`config.mk`:
```
export PLATFORM = sky130hd
export DESIGN_NAME = mc_control_fsm_flat
export DESIGN_NICKNAME = d
export VERILOG_FILES = /design/src/rtl/mips_pkg.sv /design/src/rtl/mc_control_fsm_if.sv /design/src/rtl/mc_control_fsm.sv /design/src/flat_wrapper.sv
export SDC_FILE = /design/constraint.sdc
export NUM_CORES = 1
export LEC_CHECK = 0
export ABC_AREA = 1
export BUFFER_PORTS_ARGS = -buffer_cell sky130_fd_sc_hd__clkbuf_2
export CORE_MARGIN = 1.5
export CORE_UTILIZATION = 40
export DETAILED_ROUTE_END_ITERATION = 8
export GPL_ROUTABILITY_DRIVEN = 0
export MAX_ROUTING_LAYER = met4
export PLACE_DENSITY = 0.77
export SYNTH_ARGS = -nofsm -noshare
export SYNTH_HDL_FRONTEND = slang
export SYNTH_SLANG_ARGS = --single-unit
```
`constraint.sdc`:
```
create_clock -name clk -period 1.46 [get_ports clk]
set_clock_uncertainty 0.15 [all_clocks]
set_input_delay 0.219 -clock clk [delete_from_list [all_inputs] [get_ports clk]]
set_output_delay 0.219 -clock clk [all_outputs]
set_load 0.01 [all_outputs]
```
`src/rtl/mips_pkg.sv`:
```
// Shared encodings for the MIPS multicycle control path: opcodes, ALU op,
// datapath mux selects and the main-control state set.
package mips_pkg;

    localparam logic [5:0] OP_RTYPE = 6'b000000;
    localparam logic [5:0] OP_LW    = 6'b100011;
    localparam logic [5:0] OP_SW    = 6'b101011;
    localparam logic [5:0] OP_BEQ   = 6'b000100;
    localparam logic [5:0] OP_ADDI  = 6'b001000;
    localparam logic [5:0] OP_J     = 6'b000010;

    localparam logic [1:0] ALUOP_ADD   = 2'b00;
    localparam logic [1:0] ALUOP_SUB   = 2'b01;
    localparam logic [1:0] ALUOP_FUNCT = 2'b10;

    localparam logic [1:0] SRCB_REG     = 2'b00;
    localparam logic [1:0] SRCB_FOUR    = 2'b01;
    localparam logic [1:0] SRCB_IMM     = 2'b10;
    localparam logic [1:0] SRCB_IMM_SH2 = 2'b11;

    localparam logic [1:0] PCSRC_ALU    = 2'b00;
    localparam logic [1:0] PCSRC_ALUOUT = 2'b01;
    localparam logic [1:0] PCSRC_JUMP   = 2'b10;

    typedef enum logic [3:0] {
        S_FETCH  = 4'd0,
        S_DECODE = 4'd1,
        S_MEMADR = 4'd2,
        S_MEMRD  = 4'd3,
        S_MEMWB  = 4'd4,
        S_MEMWR  = 4'd5,
        S_EXEC   = 4'd6,
        S_ALUWB  = 4'd7,
        S_BRANCH = 4'd8,
        S_ADDIEX = 4'd9,
        S_ADDIWB = 4'd10,
        S_JUMP   = 4'd11
    } state_t;

endpackage

```
`src/rtl/mc_control_fsm_if.sv`:
```
// Control bundle between the main-control FSM (master) and the datapath (slave).
interface mc_control_fsm_if #(
    parameter int OP_W = 6
);
    logic [OP_W-1:0] opcode;
    logic            zero;
    logic            mem_ready;
    logic            mem_req;
    logic            mem_write;
    logic            iord;
    logic            ir_write;
    logic            reg_dst;
    logic            mem_to_reg;
    logic            reg_write;
    logic            alu_src_a;
    logic [1:0]      alu_src_b;
    logic [1:0]      alu_op;
    logic [1:0]      pc_src;
    logic            pc_en;
    logic            illegal_op;

    modport master (
        input  opcode, zero, mem_ready,
        output mem_req, mem_write, iord, ir_write, reg_dst, mem_to_reg, reg_write,
               alu_src_a, alu_src_b, alu_op, pc_src, pc_en, illegal_op
    );

    modport slave (
        output opcode, zero, mem_ready,
        input  mem_req, mem_write, iord, ir_write, reg_dst, mem_to_reg, reg_write,
               alu_src_a, alu_src_b, alu_op, pc_src, pc_en, illegal_op
    );
endinterface

```
`src/rtl/mc_control_fsm.sv`:
```
// Multicycle main control: one registered state, Moore decode of the datapath
// controls, with pc_en and illegal_op qualified combinationally.
module mc_control_fsm
    import mips_pkg::*;
#(
    parameter int OP_W = 6
) (
    input logic              clk,
    input logic              rst,
    mc_control_fsm_if.master bus
);

    state_t          state_q, state_d;
    logic [OP_W-1:0] opcode;
    logic            legal_op;
    logic            pc_write;
    logic            branch;

    assign opcode = bus.opcode;

    always_comb begin
        case (opcode)
            OP_LW, OP_SW, OP_RTYPE, OP_BEQ, OP_ADDI, OP_J: legal_op = 1'b1;
            default:                                       legal_op = 1'b0;
        endcase
    end

    always_ff @(posedge clk) begin
        if (rst) state_q <= S_FETCH;
        else     state_q <= state_d;
    end

    always_comb begin
        state_d = state_q;
        case (state_q)
            S_FETCH:  if (bus.mem_ready) state_d = S_DECODE;
            S_DECODE: begin
                case (opcode)
                    OP_LW, OP_SW: state_d = S_MEMADR;
                    OP_RTYPE:     state_d = S_EXEC;
                    OP_BEQ:       state_d = S_BRANCH;
                    OP_ADDI:      state_d = S_ADDIEX;
                    OP_J:         state_d = S_JUMP;
                    default:      state_d = S_FETCH;
                endcase
            end
            S_MEMADR: state_d = (opcode == OP_SW) ? S_MEMWR : S_MEMRD;
            S_MEMRD:  if (bus.mem_ready) state_d = S_MEMWB;
            S_MEMWR:  if (bus.mem_ready) state_d = S_FETCH;
            S_EXEC:   state_d = S_ALUWB;
            S_ADDIEX: state_d = S_ADDIWB;
            default:  state_d = S_FETCH;
        endcase
    end

    // Outputs are forced low while rst is high, even in the first reset cycle
    // when state_q still holds the aborted instruction's state.
    always_comb begin
        bus.mem_req    = 1'b0;
        bus.mem_write  = 1'b0;
        bus.iord       = 1'b0;
        bus.ir_write   = 1'b0;
        bus.reg_dst    = 1'b0;
        bus.mem_to_reg = 1'b0;
        bus.reg_write  = 1'b0;
        bus.alu_src_a  = 1'b0;
        bus.alu_src_b  = SRCB_REG;
        bus.alu_op     = ALUOP_ADD;
        bus.pc_src     = PCSRC_ALU;
        bus.illegal_op = 1'b0;
        pc_write       = 1'b0;
        branch         = 1'b0;
        if (!rst) begin
            case (state_q)
                S_FETCH: begin
                    bus.mem_req   = 1'b1;
                    bus.alu_src_b = SRCB_FOUR;
                    bus.ir_write  = bus.mem_ready;
                    pc_write      = bus.mem_ready;
                end
                S_DECODE: begin
                    bus.alu_src_b  = SRCB_IMM_SH2;
                    bus.illegal_op = ~legal_op;
                end
                S_MEMADR, S_ADDIEX: begin
                    bus.alu_src_a = 1'b1;
                    bus.alu_src_b = SRCB_IMM;
                end
                S_MEMRD: begin
                    bus.mem_req = 1'b1;
                    bus.iord    = 1'b1;
                end
                S_MEMWB: begin
                    bus.reg_write  = 1'b1;
                    bus.mem_to_reg = 1'b1;
                end
                S_MEMWR: begin
                    bus.mem_req   = 1'b1;
                    bus.iord      = 1'b1;
                    bus.mem_write = 1'b1;
                end
                S_EXEC: begin
                    bus.alu_src_a = 1'b1;
                    bus.alu_op    = ALUOP_FUNCT;
                end
                S_ALUWB: begin
                    bus.reg_write = 1'b1;
                    bus.reg_dst   = 1'b1;
                end
                S_BRANCH: begin
                    bus.alu_src_a = 1'b1;
                    bus.alu_op    = ALUOP_SUB;
                    bus.pc_src    = PCSRC_ALUOUT;
                    branch        = 1'b1;
                end
                S_ADDIWB: bus.reg_write = 1'b1;
                S_JUMP: begin
                    bus.pc_src = PCSRC_JUMP;
                    pc_write   = 1'b1;
                end
                default: ;
            endcase
        end
        bus.pc_en = pc_write | (branch & bus.zero);
    end

endmodule
```
`src/flat_wrapper.sv`:
```
// flat-port wrapper written by rule: the top's interface ports become plain ports
module mc_control_fsm_flat import mips_pkg::*;
#(
    parameter int OP_W = 6
)
  (clk, rst, bus_opcode, bus_zero, bus_mem_ready, bus_mem_req, bus_mem_write, bus_iord, bus_ir_write, bus_reg_dst, bus_mem_to_reg, bus_reg_write, bus_alu_src_a, bus_alu_src_b, bus_alu_op, bus_pc_src, bus_pc_en, bus_illegal_op);
  mc_control_fsm_if #(.OP_W(OP_W)) bus_i ();
  input logic clk;
  input logic rst;
  input wire logic [$bits(bus_i.opcode)-1:0] bus_opcode;
  input wire logic [$bits(bus_i.zero)-1:0] bus_zero;
  input wire logic [$bits(bus_i.mem_ready)-1:0] bus_mem_ready;
  output wire logic [$bits(bus_i.mem_req)-1:0] bus_mem_req;
  output wire logic [$bits(bus_i.mem_write)-1:0] bus_mem_write;
  output wire logic [$bits(bus_i.iord)-1:0] bus_iord;
  output wire logic [$bits(bus_i.ir_write)-1:0] bus_ir_write;
  output wire logic [$bits(bus_i.reg_dst)-1:0] bus_reg_dst;
  output wire logic [$bits(bus_i.mem_to_reg)-1:0] bus_mem_to_reg;
  output wire logic [$bits(bus_i.reg_write)-1:0] bus_reg_write;
  output wire logic [$bits(bus_i.alu_src_a)-1:0] bus_alu_src_a;
  output wire logic [$bits(bus_i.alu_src_b)-1:0] bus_alu_src_b;
  output wire logic [$bits(bus_i.alu_op)-1:0] bus_alu_op;
  output wire logic [$bits(bus_i.pc_src)-1:0] bus_pc_src;
  output wire logic [$bits(bus_i.pc_en)-1:0] bus_pc_en;
  output wire logic [$bits(bus_i.illegal_op)-1:0] bus_illegal_op;
  assign bus_i.opcode = bus_opcode;
  assign bus_i.zero = bus_zero;
  assign bus_i.mem_ready = bus_mem_ready;
  assign bus_mem_req = bus_i.mem_req;
  assign bus_mem_write = bus_i.mem_write;
  assign bus_iord = bus_i.iord;
  assign bus_ir_write = bus_i.ir_write;
  assign bus_reg_dst = bus_i.reg_dst;
  assign bus_mem_to_reg = bus_i.mem_to_reg;
  assign bus_reg_write = bus_i.reg_write;
  assign bus_alu_src_a = bus_i.alu_src_a;
  assign bus_alu_src_b = bus_i.alu_src_b;
  assign bus_alu_op = bus_i.alu_op;
  assign bus_pc_src = bus_i.pc_src;
  assign bus_pc_en = bus_i.pc_en;
  assign bus_illegal_op = bus_i.illegal_op;
  mc_control_fsm #(.OP_W(OP_W)) u_core (.clk(clk), .rst(rst), .bus(bus_i));
endmodule
```
; Word level (Yosys, flattened, before mapping)
; Cells that the tools add are included.
[word_totals]
register_bits = 4
input_bits = 10
[op_classes]
n_eq_ne = 19
n_mux = 35
bitwise = 3
n_reduce_logical = 10
[op_table]
columns = op, n
row1 = 4-bit one-hot mux with 7 select lines, 1
row2 = 1-bit 2-to-1 mux, 22
row3 = 4-bit one-hot mux with 5 select lines, 1
row4 = "4-bit by 3-bit equality test with 1-bit output, second input constant", 4
row5 = "4-bit equality test, second input constant", 4
row6 = "6-bit equality test, second input constant", 2
row7 = 4-bit 2-to-1 mux, 3
row8 = "4-bit by 2-bit equality test with 1-bit output, second input constant", 2
row9 = 2-bit one-hot mux with 2 select lines, 2
row10 = "6-bit by 2-bit equality test with 1-bit output, second input constant", 1
row11 = "6-bit by 3-bit equality test with 1-bit output, second input constant", 1
row12 = "6-bit by 4-bit equality test with 1-bit output, second input constant", 1
row13 = 6-bit logical NOT, 1
row14 = 2-bit 2-to-1 mux, 3
row15 = "2-bit inequality test, second input constant", 3
row16 = 2-bit one-hot mux with 3 select lines, 1
row17 = 2-bit OR reduction, 3
row18 = 3-bit OR reduction, 2
row19 = 6-bit OR reduction, 1
row20 = "4-bit by 1-bit equality test with 1-bit output, second input constant", 1
row21 = 4-bit logical NOT, 1
row22 = 4-bit OR reduction, 1
row23 = 3-bit 2-to-1 mux, 1
row24 = 3-bit AND reduction, 1
row25 = other kinds (4), 4

; Logic depth before layout (Yosys ltp)
; Gate-level depths: netlist of run 1.
[depth]
word_depth = 6
mapped_depth = 9
mapped_depth_nobuf = 9

; Least setup slack after synthesis of run 1
; Ideal clock, no wire load.
[synth_timing]
kind = register -> output
start = register u_core.state_q[3]
end = output bus_pc_en
t_arrival_ns = 1.133
required_ns = 1.091
setup_slack_ns = -0.042
stages_incl_launch_ff = 6
path_cell_list = dfxtp_1 -> inv_1 -> nor2_1 -> inv_1 -> nor3_1 -> a211o_1
[synth_between]
elab_chain_cells = 5
elab_cells_between_ends = 9
[synth_rtl]
columns = item, line_no
row1 = start: declaration, mc_control_fsm.sv:13  ; state_t state_q, state_d;
row2 = start signal: assignment, mc_control_fsm.sv:30  ; else state_q <= state_d;
row3 = 4-bit equality test, mc_control_fsm.sv:74  ; case (state_q)
row4 = 1-bit 2-to-1 mux, mc_control_fsm.sv:74
row5 = 1-bit 2-to-1 mux, mc_control_fsm.sv:73  ; if (!rst) begin
row6 = 1-bit AND, mc_control_fsm.sv:124  ; bus.pc_en = pc_write | (branch & bus.zero);
row7 = 1-bit bitwise OR *, mc_control_fsm.sv:124
row8 = end: declaration, flat_wrapper.sv:24  ; output wire logic [$bits(bus_i.pc_en)-1:0] bus_pc_en;
; Every way passes the cells marked *; elsewhere a longest branch is shown, timed or not.

; Final worst setup path of run 1
[layout_timing]
start = register u_core.state_q[1]
end = output bus_reg_write
[layout_between]
elab_chain_cells = 4
elab_cells_between_ends = 6
[layout_rtl]
columns = item, line_no
row1 = 4-bit by 3-bit equality test with 1-bit output / 4-bit equality test (equally long branches), mc_control_fsm.sv:74
row2 = 3-bit OR reduction (no source line) *, -
row3 = 1-bit 2-to-1 mux *, mc_control_fsm.sv:74
row4 = 1-bit 2-to-1 mux *, mc_control_fsm.sv:73
row5 = end: declaration, flat_wrapper.sv:19  ; output wire logic [$bits(bus_i.reg_write)-1:0] bus_reg_write;
; Marked as above.

==> results.toml, run 1 <==
[sta]
rsz0062_at_grt = "yes"
worst_tran_pin_value_ns = 0.339
layout_setup_ws_ns = -0.324
maxSlewHeadroom_pct = 77.3
setup_tns_ns = -2.41
fin_crit_sh_pct = 122
timing.final.setup_violations = 16
maxClockFrequency_mhz = 561
finalHoldWorstSlack_ns = 0.173
finalCriticalPeriod_ns = 1.78
final_max_slew_viol_count = 0
hold_viol = 0

[logic_synthesis]
synth.area.top_cells = "nand2_1, nor2_1, dfxtp_1, inv_1, nand3_1"
number_of_enable_flip_flop_cells_after_synthesis = 0
main_combinational_cell_family_by_area_after_synthesis = "simple AND/OR/NAND/NOR gates"
synth_mux_area_share_pct = 0
postSynthRegisterBits = 4
yosysMostFrequentCell = "nand2_1"
synthDominantAreaCellType = "nand2_1"
synthAdderAreaFrac_pct = 0
synth_compound_gate_area_share_pct = 14.0
yosys-top-cells-count = "nand2_1, nor2_1, inv_1"
yosys.area_share.simple_pct = 57.8
syn_nets = 111
syn_area_um2 = 528
syn-instance-count = 101
synth_top_area_share_pct = 16.4
yosysUniqueCellTypes = 21
ys_async_sr_fraction_pct = 0
synth_xor_xnor_area_share_pct = 0
synth_flop_cell = "dfxtp_1"
synthesis.area_per_instance_um2 = 5.23
yosysWarnings = 0
ys_seq_area_share_pct = 15.2

[flow_run]
max_cap_viols = 0

[clock_tree]
clk_path_buf_depth = 2
cts_inserted_buffers = 3
clkLatencyLatePin_ns = 0.25
clk_pin_slew_worst_paths_ns = 0.04
tritoncts_num_sinks = 4
cts_hold_buf = 0
clockRootBuffer = "clkbuf_4"
clock_tree_from_tritoncts = "built"
clock_tree.htree_level_count = 1

[worst_hold_path]
worstHoldPathCells = 4
timing.hold.worst.class = "in2reg"

[die]
die_y_um = 39.3
area_of_the_core_um2 = 1170
die_area_um2 = 1550
floorplan.rows = 12
ioPinCount = 26
die_x_um = 39.3
starting_density_of_the_core_pct = 45.1

[setup_path]
rr_startpoint = "u_core.state_q[1]$_SDFFE_PP0P_"
worstSetupStartpointType = "register"
cp_top_family = "simple AND/OR/NAND/NOR gates"
worst-r2r-setup-slack_ns = 0.08
worst_setup_path_end_kind = "primary output"
crit_buf_inv = 1
crit_type = "reg2out"
critPathArrivalTime_ns = 1.42
worstPathMaxFanout = 6
cp-endpoint = "bus_reg_write"
crit_path_max_incr_delay_ns = 0.37
required_ns = 1.09
critical_path_depth = 6
worstSetupStartpoint = "u_core.state_q[1]$_SDFFE_PP0P_"
critical_path.most_common_cell = "nor2_2"
reg2reg_to = "u_core.state_q[1]$_SDFFE_PP0P_"
timing.critical_path.cells = "nor2_2 > nand2_2 > nor2_2 > nor2_1 > o31ai_1 > buf_2"
r2r_cells = 10
critical_path.slowest_cell = "dfxtp_4"

[placed_design]
placement.cell_area_um2 = 751
pre_cts_slack_ns = -0.0391
io_buffer_count = 25
detailed_placement_hpwl_mm = 1.25
dp_cells = 149

[routing]
route.met3.wl_um = 240
dr_wl_met2_mm = 1.20
detail_route.wirelength.met1_um = 860
route.top_layer_used = "met4"
first_iter_violations = 89
remaining_drc_errors = 0
routed-via-count = 918
final_antenna_net_count = 0
drt_first_pass_iters = 7
viasPerCell = 5.85
routed_wl_mm = 2.46
wl_per_cell_um = 15.7

[outcome]
run_status = "complete, but fails checks"
violations = "negative setup slack"

[cells_and_area]
final_util_pct = 83.3
drive_gt1_share_pct = 58.7
number_of_flip_flops_under_the_largest_register_name = 4
antennaDiodeCount = 0
largestRegisters = "u_core.state_q x4"
layoutNonFillerInstCount = 157
registers.top_by_ff_count = "u_core.state_q"
post-route-cell-area_um2 = 976
layout_overhead_on_the_synthesized_area_pct = 84.8
layout.nets = 155

[global_route]
wire_length_of_the_first_global_routing_pass_mm = 2.95
first_global_vias = 743
grt_antenna_before_repair = 0
grt_remaining_overflow = 0
grt_max_degree = 9
gr-usage-all-layers_pct = 28.6

[power]
post-layout-total-power_mw = 0.457
power.density_cell_area_nw_per_um2 = 468
leakage_nw = 0.511
vdd.ir_drop.worst_uv = 386
-- routing by layer --
| metal | track usage, % | up-vias |
|---|---|---|
| met1 | 33.1 | 407 |
| met3 | 2.27 | 25 |
| li1 | - | 406 |
| met4 | 12.9 | 0 |
| met2 | 50.0 | 80 |
| met5 | - | - |
-- timing repair --
item                       CTS  global route
setup buffers                4             1
setup endpoints to repair   16            16
pin swaps                    3             1
gates resized for setup     23            43
-- worst min-delay path, delay by kind of cell --
kind / cells / cell delay, ns
buffers and inverters: 3 / 0.22
and+or+nand+nor: 1 / 0.09
-- worst min path at each step --
stage                     slack [ns]  start                        endpoint
after floorplan                 0.24    rst  u_core.state_q[1]$_SDFFE_PP0P_
after global placement          0.38    rst  u_core.state_q[1]$_SDFFE_PP0P_
after detailed placement        0.38    rst  u_core.state_q[1]$_SDFFE_PP0P_
after CTS                       0.13    rst  u_core.state_q[1]$_SDFFE_PP0P_
after global routing            0.19    rst  u_core.state_q[1]$_SDFFE_PP0P_
final                           0.17    rst  u_core.state_q[1]$_SDFFE_PP0P_
-- cell families after synthesis --
logic type / Yosys count
AO/OA/AOI/OAI: 11
flip-flops: 4
buffers and inverters: 18
AND/OR/NAND/NOR: 68
-- layout make-up --
class / instances / area (µm²)
Tap cell: 14 / 17.5
Sequential cell: 4 / 95.1
Timing Repair Buffer: 40 / 268
Inverter: 17 / 73.8
Fill cell: 76 / 195
Multi-Input combinational cell: 79 / 499
Clock buffer: 3 / 22.5
-- cell usage in the layout (no fill, tap or decap), types with 3 or more instances in the layout --
master / count
nor2_4: 7
dfxtp_4: 4
nand2_2: 6
clkbuf_2: 13
buf_4: 12
a21oi_1: 4
nand2_4: 4
nand2_1: 16
buf_6: 6
inv_1: 9
clkbuf_4: 3
buf_2: 9
nand3_1: 10
nor2_1: 12
inv_2: 5
nor2_2: 5
-- power breakdown --
part	switching [mW]	internal [mW]	leakage (nW)
Combinational	0.111	0.0775	0.461
Clock	0.0545	0.0926	0.0138
Sequential	0.0107	0.110	0.0355
(Power assumes the default switching activity.)
==> run 2: changes to the inputs <==
--- a/config.mk
+++ b/config.mk
@@ -5,14 +5,14 @@
 export SDC_FILE = /design/constraint.sdc
 export NUM_CORES = 1
 export LEC_CHECK = 0
-export ABC_AREA = 1
 export BUFFER_PORTS_ARGS = -buffer_cell sky130_fd_sc_hd__clkbuf_2
+export CAP_MARGIN = 25
 export CORE_MARGIN = 1.5
 export CORE_UTILIZATION = 40
 export DETAILED_ROUTE_END_ITERATION = 8
 export GPL_ROUTABILITY_DRIVEN = 0
 export MAX_ROUTING_LAYER = met4
-export PLACE_DENSITY = 0.77
+export PLACE_DENSITY = 0.76
 export SYNTH_ARGS = -nofsm -noshare
 export SYNTH_HDL_FRONTEND = slang
 export SYNTH_SLANG_ARGS = --single-unit
==> results.toml, run 2 <==
[outcome]
run_status = "complete, but fails checks"
violations = "negative setup slack"

[setup_path]
crit_type = "reg2out"
required_ns = 1.09
worst_setup_path_end_kind = "primary output"
critPathArrivalTime_ns = 1.31
worstPathMaxFanout = 7
worstSetupStartpointType = "register"

[logic_synthesis]
synth_top_area_share_pct = 14.1
yosysUniqueCellTypes = 40
postSynthRegisterBits = 4
ys_seq_area_share_pct = 14.1
synthDominantAreaCellType = "dfxtp_1"
synth_flop_cell = "dfxtp_1"
synthesis.area_per_instance_um2 = 6.61
yosysWarnings = 0
synth.area.top_cells = "dfxtp_1, nor2_1, a21oi_1, nor3_1, nor4_1"
syn-instance-count = 86
syn_area_um2 = 568
yosys-top-cells-count = "nor2_1, a21oi_1, nand2_1, nor3_1"
ys_async_sr_fraction_pct = 0
syn_nets = 96
yosysMostFrequentCell = "nor2_1"
number_of_enable_flip_flop_cells_after_synthesis = 0

[clock_tree]
cts_inserted_buffers = 3
clk_path_buf_depth = 2
clk_pin_slew_worst_paths_ns = 0.04
tritoncts_num_sinks = 4
clkLatencyLatePin_ns = 0.24
clock_tree_from_tritoncts = "built"
clock_tree.htree_level_count = 1
cts_hold_buf = 0
clockRootBuffer = "clkbuf_4"

[placed_design]
dp_cells = 143
placement.cell_area_um2 = 855
detailed_placement_hpwl_mm = 1.40
io_buffer_count = 25

[power]
post-layout-total-power_mw = 0.417
vdd.ir_drop.worst_uv = 401
power.density_cell_area_nw_per_um2 = 440
leakage_nw = 0.460

[sta]
layout_setup_ws_ns = -0.219
timing.final.setup_violations = 18
finalCriticalPeriod_ns = 1.68
worst_tran_pin_value_ns = 0.369
rsz0062_at_grt = "yes"
maxClockFrequency_mhz = 596
final_max_slew_viol_count = 0
maxSlewHeadroom_pct = 75.2
hold_viol = 0
fin_crit_sh_pct = 115

[cells_and_area]
top_library_cells_by_usage_in_the_layout_fill_and_taps_aside = "buf_4, clkbuf_2, nor2_1"
layoutNonFillerInstCount = 148
antennaDiodeCount = 0
final-seq-area_um2 = 90.1
filler_cell_count = 117
layout.cells.most_common = "buf_4"
number_of_flip_flops_under_the_largest_register_name = 4
area_of_the_multi_input_gates_um2 = 489
drive_gt1_share_pct = 53.4
layout.nets = 145
largestRegisters = "u_core.state_q x4"
post-route-cell-area_um2 = 948
layout_overhead_on_the_synthesized_area_pct = 67.0
registers.top_by_ff_count = "u_core.state_q"
final_util_pct = 72.0

[global_route]
grt_antenna_before_repair = 0
first_global_vias = 709
gr-usage-all-layers_pct = 26.8
grt_remaining_overflow = 0
grt_max_degree = 10
wire_length_of_the_first_global_routing_pass_mm = 2.88

[die]
floorplan.rows = 13
starting_density_of_the_core_pct = 43.1
die_y_um = 40.7
area_of_the_core_um2 = 1320
die_x_um = 40.7
ioPinCount = 26
die_area_um2 = 1660

[routing]
routed-via-count = 825
remaining_drc_errors = 0
drt_first_pass_iters = 4
wl_per_cell_um = 12.9
final_antenna_net_count = 0
first_iter_violations = 20
routed_wl_mm = 1.91
viasPerCell = 5.57

[worst_hold_path]
timing.hold.worst.class = "in2reg"

[flow_run]
max_cap_viols = 0
run 2: stage by stage:
step           worst slack, ns  TNS, ns  hold WS [ns]
6_report                -0.219    -2.70         0.205
5_1_grt                 -0.302    -4.04         0.213
4_1_cts                 -0.244    -3.03         0.191
3_5_place_dp            -0.204   -0.639         0.443
3_3_place_gp            -0.112   -0.301         0.434
2_1_floorplan           0.0105        0         0.297
run 2: worst max-delay path, cell delays in order (launching register included):
cell,delay (ns)
dfxtp_4,0.36
or2b_4,0.27
mux2i_1,0.13
a22oi_1,0.10
nor2_1,0.08
buf_2,0.13
run 2: final timing paths:
| check | from | endpoint | slack, ns | depth (start not counted) |
|---|---|---|---|---|
| worst min-delay path | rst | u_core.state_q[2]$_SDFFE_PP0P_ | 0.21 | 3 |
| worst min register to register | u_core.state_q[1]$_SDFFE_PP0P_ | u_core.state_q[1]$_SDFFE_PP0P_ | 0.51 | 3 |
| worst max-delay path | u_core.state_q[3]$_SDFFE_PP0P_ | bus_reg_write | -0.22 | 5 |
| worst max register to register | u_core.state_q[2]$_SDFFE_PP0P_ | u_core.state_q[2]$_SDFFE_PP0P_ | -0.10 | 4 |
run 2: layout make-up:
cell class	count	share of cell area [%]
Timing Repair Buffer	50	33.8
Multi-Input combinational cell	74	51.6
Clock buffer	3	2.37
Sequential cell	4	9.50
Inverter	2	0.792
Tap cell	15	1.98
run 2: layer usage:
layer	routed length, µm	share of wire, %	GRT usage [%]
met1	773	41	29.1
met2	992	52	47.2
met3	126	6.6	3.26
met4	14	0.73	14.2
met5	0	0	-
run 2: cell families after synthesis:
group                     synth area share (%)
and+or+nand+nor                           44.9
AOI/OAI and AO/OA                         26.0
buffers and inverters                     7.05
xor gates and xnor gates                  6.17
DFF                                       14.1
muxes                                     1.76
run 2: power breakdown:
group / switching [mW] / internal [mW] / leakage [nW] / total [mW]
Sequential: 0.00364 / 0.110 / 0.0349 / 0.113
Combinational: 0.0819 / 0.0804 / 0.411 / 0.162
Clock: 0.0495 / 0.0922 / 0.0138 / 0.142
Total: 0.135 / 0.282 / 0.460 / 0.417
run 2: repair_timing:
action / in CTS / in global routing
pin swaps: 5 / 3
resized for setup: 16 / 7
setup buffers: 1 / 1
setup endpoints to repair: 18 / 18
==> run 3: changes to the inputs <==
--- a/config.mk
+++ b/config.mk
@@ -7,12 +7,13 @@
 export LEC_CHECK = 0
 export BUFFER_PORTS_ARGS = -buffer_cell sky130_fd_sc_hd__clkbuf_2
 export CAP_MARGIN = 25
-export CORE_MARGIN = 1.5
+export CORE_MARGIN = 3
 export CORE_UTILIZATION = 40
 export DETAILED_ROUTE_END_ITERATION = 8
 export GPL_ROUTABILITY_DRIVEN = 0
 export MAX_ROUTING_LAYER = met4
-export PLACE_DENSITY = 0.76
+export PLACE_DENSITY = 0.72
+export REMOVE_ABC_BUFFERS = 1
 export SYNTH_ARGS = -nofsm -noshare
 export SYNTH_HDL_FRONTEND = slang
 export SYNTH_SLANG_ARGS = --single-unit
==> results.toml, run 3 (synthesized netlist as in run 2, its figures left out) <==
[power]
vdd.ir_drop.worst_uv = 480
leakage_nw = 0.498
power.density_cell_area_nw_per_um2 = 418

[placed_design]
detailed_placement_hpwl_mm = 1.46
dp_cells = 139
placement.cell_area_um2 = 828
pre_cts_slack_ns = -0.166
io_buffer_count = 25

[worst_hold_path]
worstHoldStart = "bus_opcode[4]"
worstHoldPathCells = 3
worstHoldEndpoint = "u_core.state_q[3]$_SDFFE_PP0P_"
timing.hold.worst.class = "in2reg"

[routing]
wl_per_cell_um = 18.2
remaining_drc_errors = 0
first_iter_violations = 44
final_antenna_net_count = 0
drt_first_pass_iters = 4
routed_wl_mm = 2.71
viasPerCell = 6.18
routed-via-count = 921

[clock_tree]
clk_path_buf_depth = 2
tritoncts_num_sinks = 4
cts_inserted_buffers = 3
clock_tree_from_tritoncts = "built"
clockRootBuffer = "clkbuf_4"
clk_pin_slew_worst_paths_ns = 0.04
clock_tree.htree_level_count = 1
clkLatencyLatePin_ns = 0.23

[sta]
hold_viol = 0
timing.final.setup_violations = 18
maxClockFrequency_mhz = 582
setup_tns_ns = -2.80
rsz0062_at_grt = "yes"
finalCriticalPeriod_ns = 1.72
layout_setup_ws_ns = -0.258
final_max_slew_viol_count = 0
worst_tran_pin_value_ns = 0.411
maxSlewHeadroom_pct = 72.3
fin_crit_sh_pct = 118

[global_route]
wire_length_of_the_first_global_routing_pass_mm = 3.78
gr-usage-all-layers_pct = 26.7
first_global_vias = 822
grt_max_degree = 11
grt_remaining_overflow = 0
grt_antenna_before_repair = 0

[cells_and_area]
top_library_cells_by_usage_in_the_layout_fill_and_taps_aside = "buf_4, clkbuf_2, buf_2"
layout_overhead_on_the_synthesized_area_pct = 86.6
layout.nets = 147
filler_cell_count = 73
area_of_the_multi_input_gates_um2 = 569
post-route-cell-area_um2 = 1060
layoutNonFillerInstCount = 149
number_of_flip_flops_under_the_largest_register_name = 4
drive_gt1_share_pct = 64.4
final-seq-area_um2 = 92.6
layout.cells.most_common = "buf_4"
antennaDiodeCount = 0
largestRegisters = "u_core.state_q x4"
final_util_pct = 87.1
registers.top_by_ff_count = "u_core.state_q"

[die]
die_area_um2 = 1910
die_x_um = 43.7
floorplan.rows = 12
ioPinCount = 26
die_y_um = 43.7
starting_density_of_the_core_pct = 46.7
area_of_the_core_um2 = 1220

[setup_path]
crit_buf_inv = 3
critical_path.slowest_cell = "dfxtp_2"
worstPathMaxFanout = 6
rr_startpoint = "u_core.state_q[2]$_SDFFE_PP0P_"
crit_type = "reg2out"
reg2reg_to = "u_core.state_q[2]$_SDFFE_PP0P_"
worstSetupStartpointType = "register"
crit_path_max_incr_delay_ns = 0.33
timing.critical_path.cells = "buf_6 > buf_6 > nand2_2 > a21oi_2 > or2_1 > clkbuf_2"
required_ns = 1.09
r2r_cells = 4
worst-r2r-setup-slack_ns = -0.11
cp_top_family = "buffers and inverters"
critical_path.most_common_cell = "buf_6"
critPathArrivalTime_ns = 1.35
worst_setup_path_end_kind = "primary output"

[flow_run]
max_cap_viols = 0

[outcome]
run_status = "complete, but fails checks"
violations = "negative setup slack"
[run 3: cell types whose count changed in the layout (fill, tap and decap cells not counted), sizes merged]
cell / delta
buf: +7
clkbuf: -5
[run 3: tightest hold or removal path, stage by stage]
cell      delay (ns)
clkbuf_2        0.10
nor4_2          0.06
o21ba_1         0.16
[run 3: metal layers]
layer	track usage, %	up-vias	wire length, µm
li1	-	409	-
met1	30.3	430	1020
met2	45.1	61	1360
met3	5.81	21	161
met4	10.2	0	167
met5	-	-	0
[run 3: area by class of cell]
class                   instances  area share (%)
well taps                      14            1.65
flip-flops and latches          4            8.74
inverters                       2           0.708
repair buffers                 52            33.1
multi-input cells              74            53.7
clock buffers                   3            2.13
[run 3: timing repair]
| action | 4_1_cts | 5_1_grt |
|---|---|---|
| pin swaps | 10 | 3 |
| cloned | 1 | 0 |
| setup buffers | 3 | 3 |
| setup endpoints to repair | 18 | 19 |
| hold buffers | 0 | 0 |
| resized for setup | 27 | 27 |
[run 3: how the worst max path moves through the flow]
stage / depth (start not counted) / endpoint / slack, ns / from
finish: 6 / bus_pc_en / -0.26 / u_core.state_q[0]$_SDFFE_PP0P_
global route: 5 / bus_reg_write / -0.37 / u_core.state_q[0]$_SDFFE_PP0P_
CTS: 5 / bus_reg_write / -0.22 / u_core.state_q[3]$_SDFFE_PP0P_
detailed placement: 5 / u_core.state_q[2]$_SDFFE_PP0P_ / -0.17 / bus_opcode[2]
global placement: 5 / u_core.state_q[2]$_SDFFE_PP0P_ / -0.14 / bus_opcode[2]
floorplan: 4 / bus_reg_write / -0.18 / u_core.state_q[0]$_SDFFE_PP0P_
[run 3: power breakdown]
group,switching (mW),internal [mW]
logic,0.106,0.0939
clock network,0.0388,0.0915
registers,0.00422,0.108
[run 3: per-stage QoR]
| step | total power, mW | hold WS, ns |
|---|---|---|
| final | 0.443 | 0.208 |
| after global routing | 0.466 | 0.229 |
| after CTS | 0.419 | 0.182 |
| after detailed placement | 0.265 | 0.433 |
| after global placement | 0.262 | 0.427 |
| after floorplan | 0.183 | 0.142 |
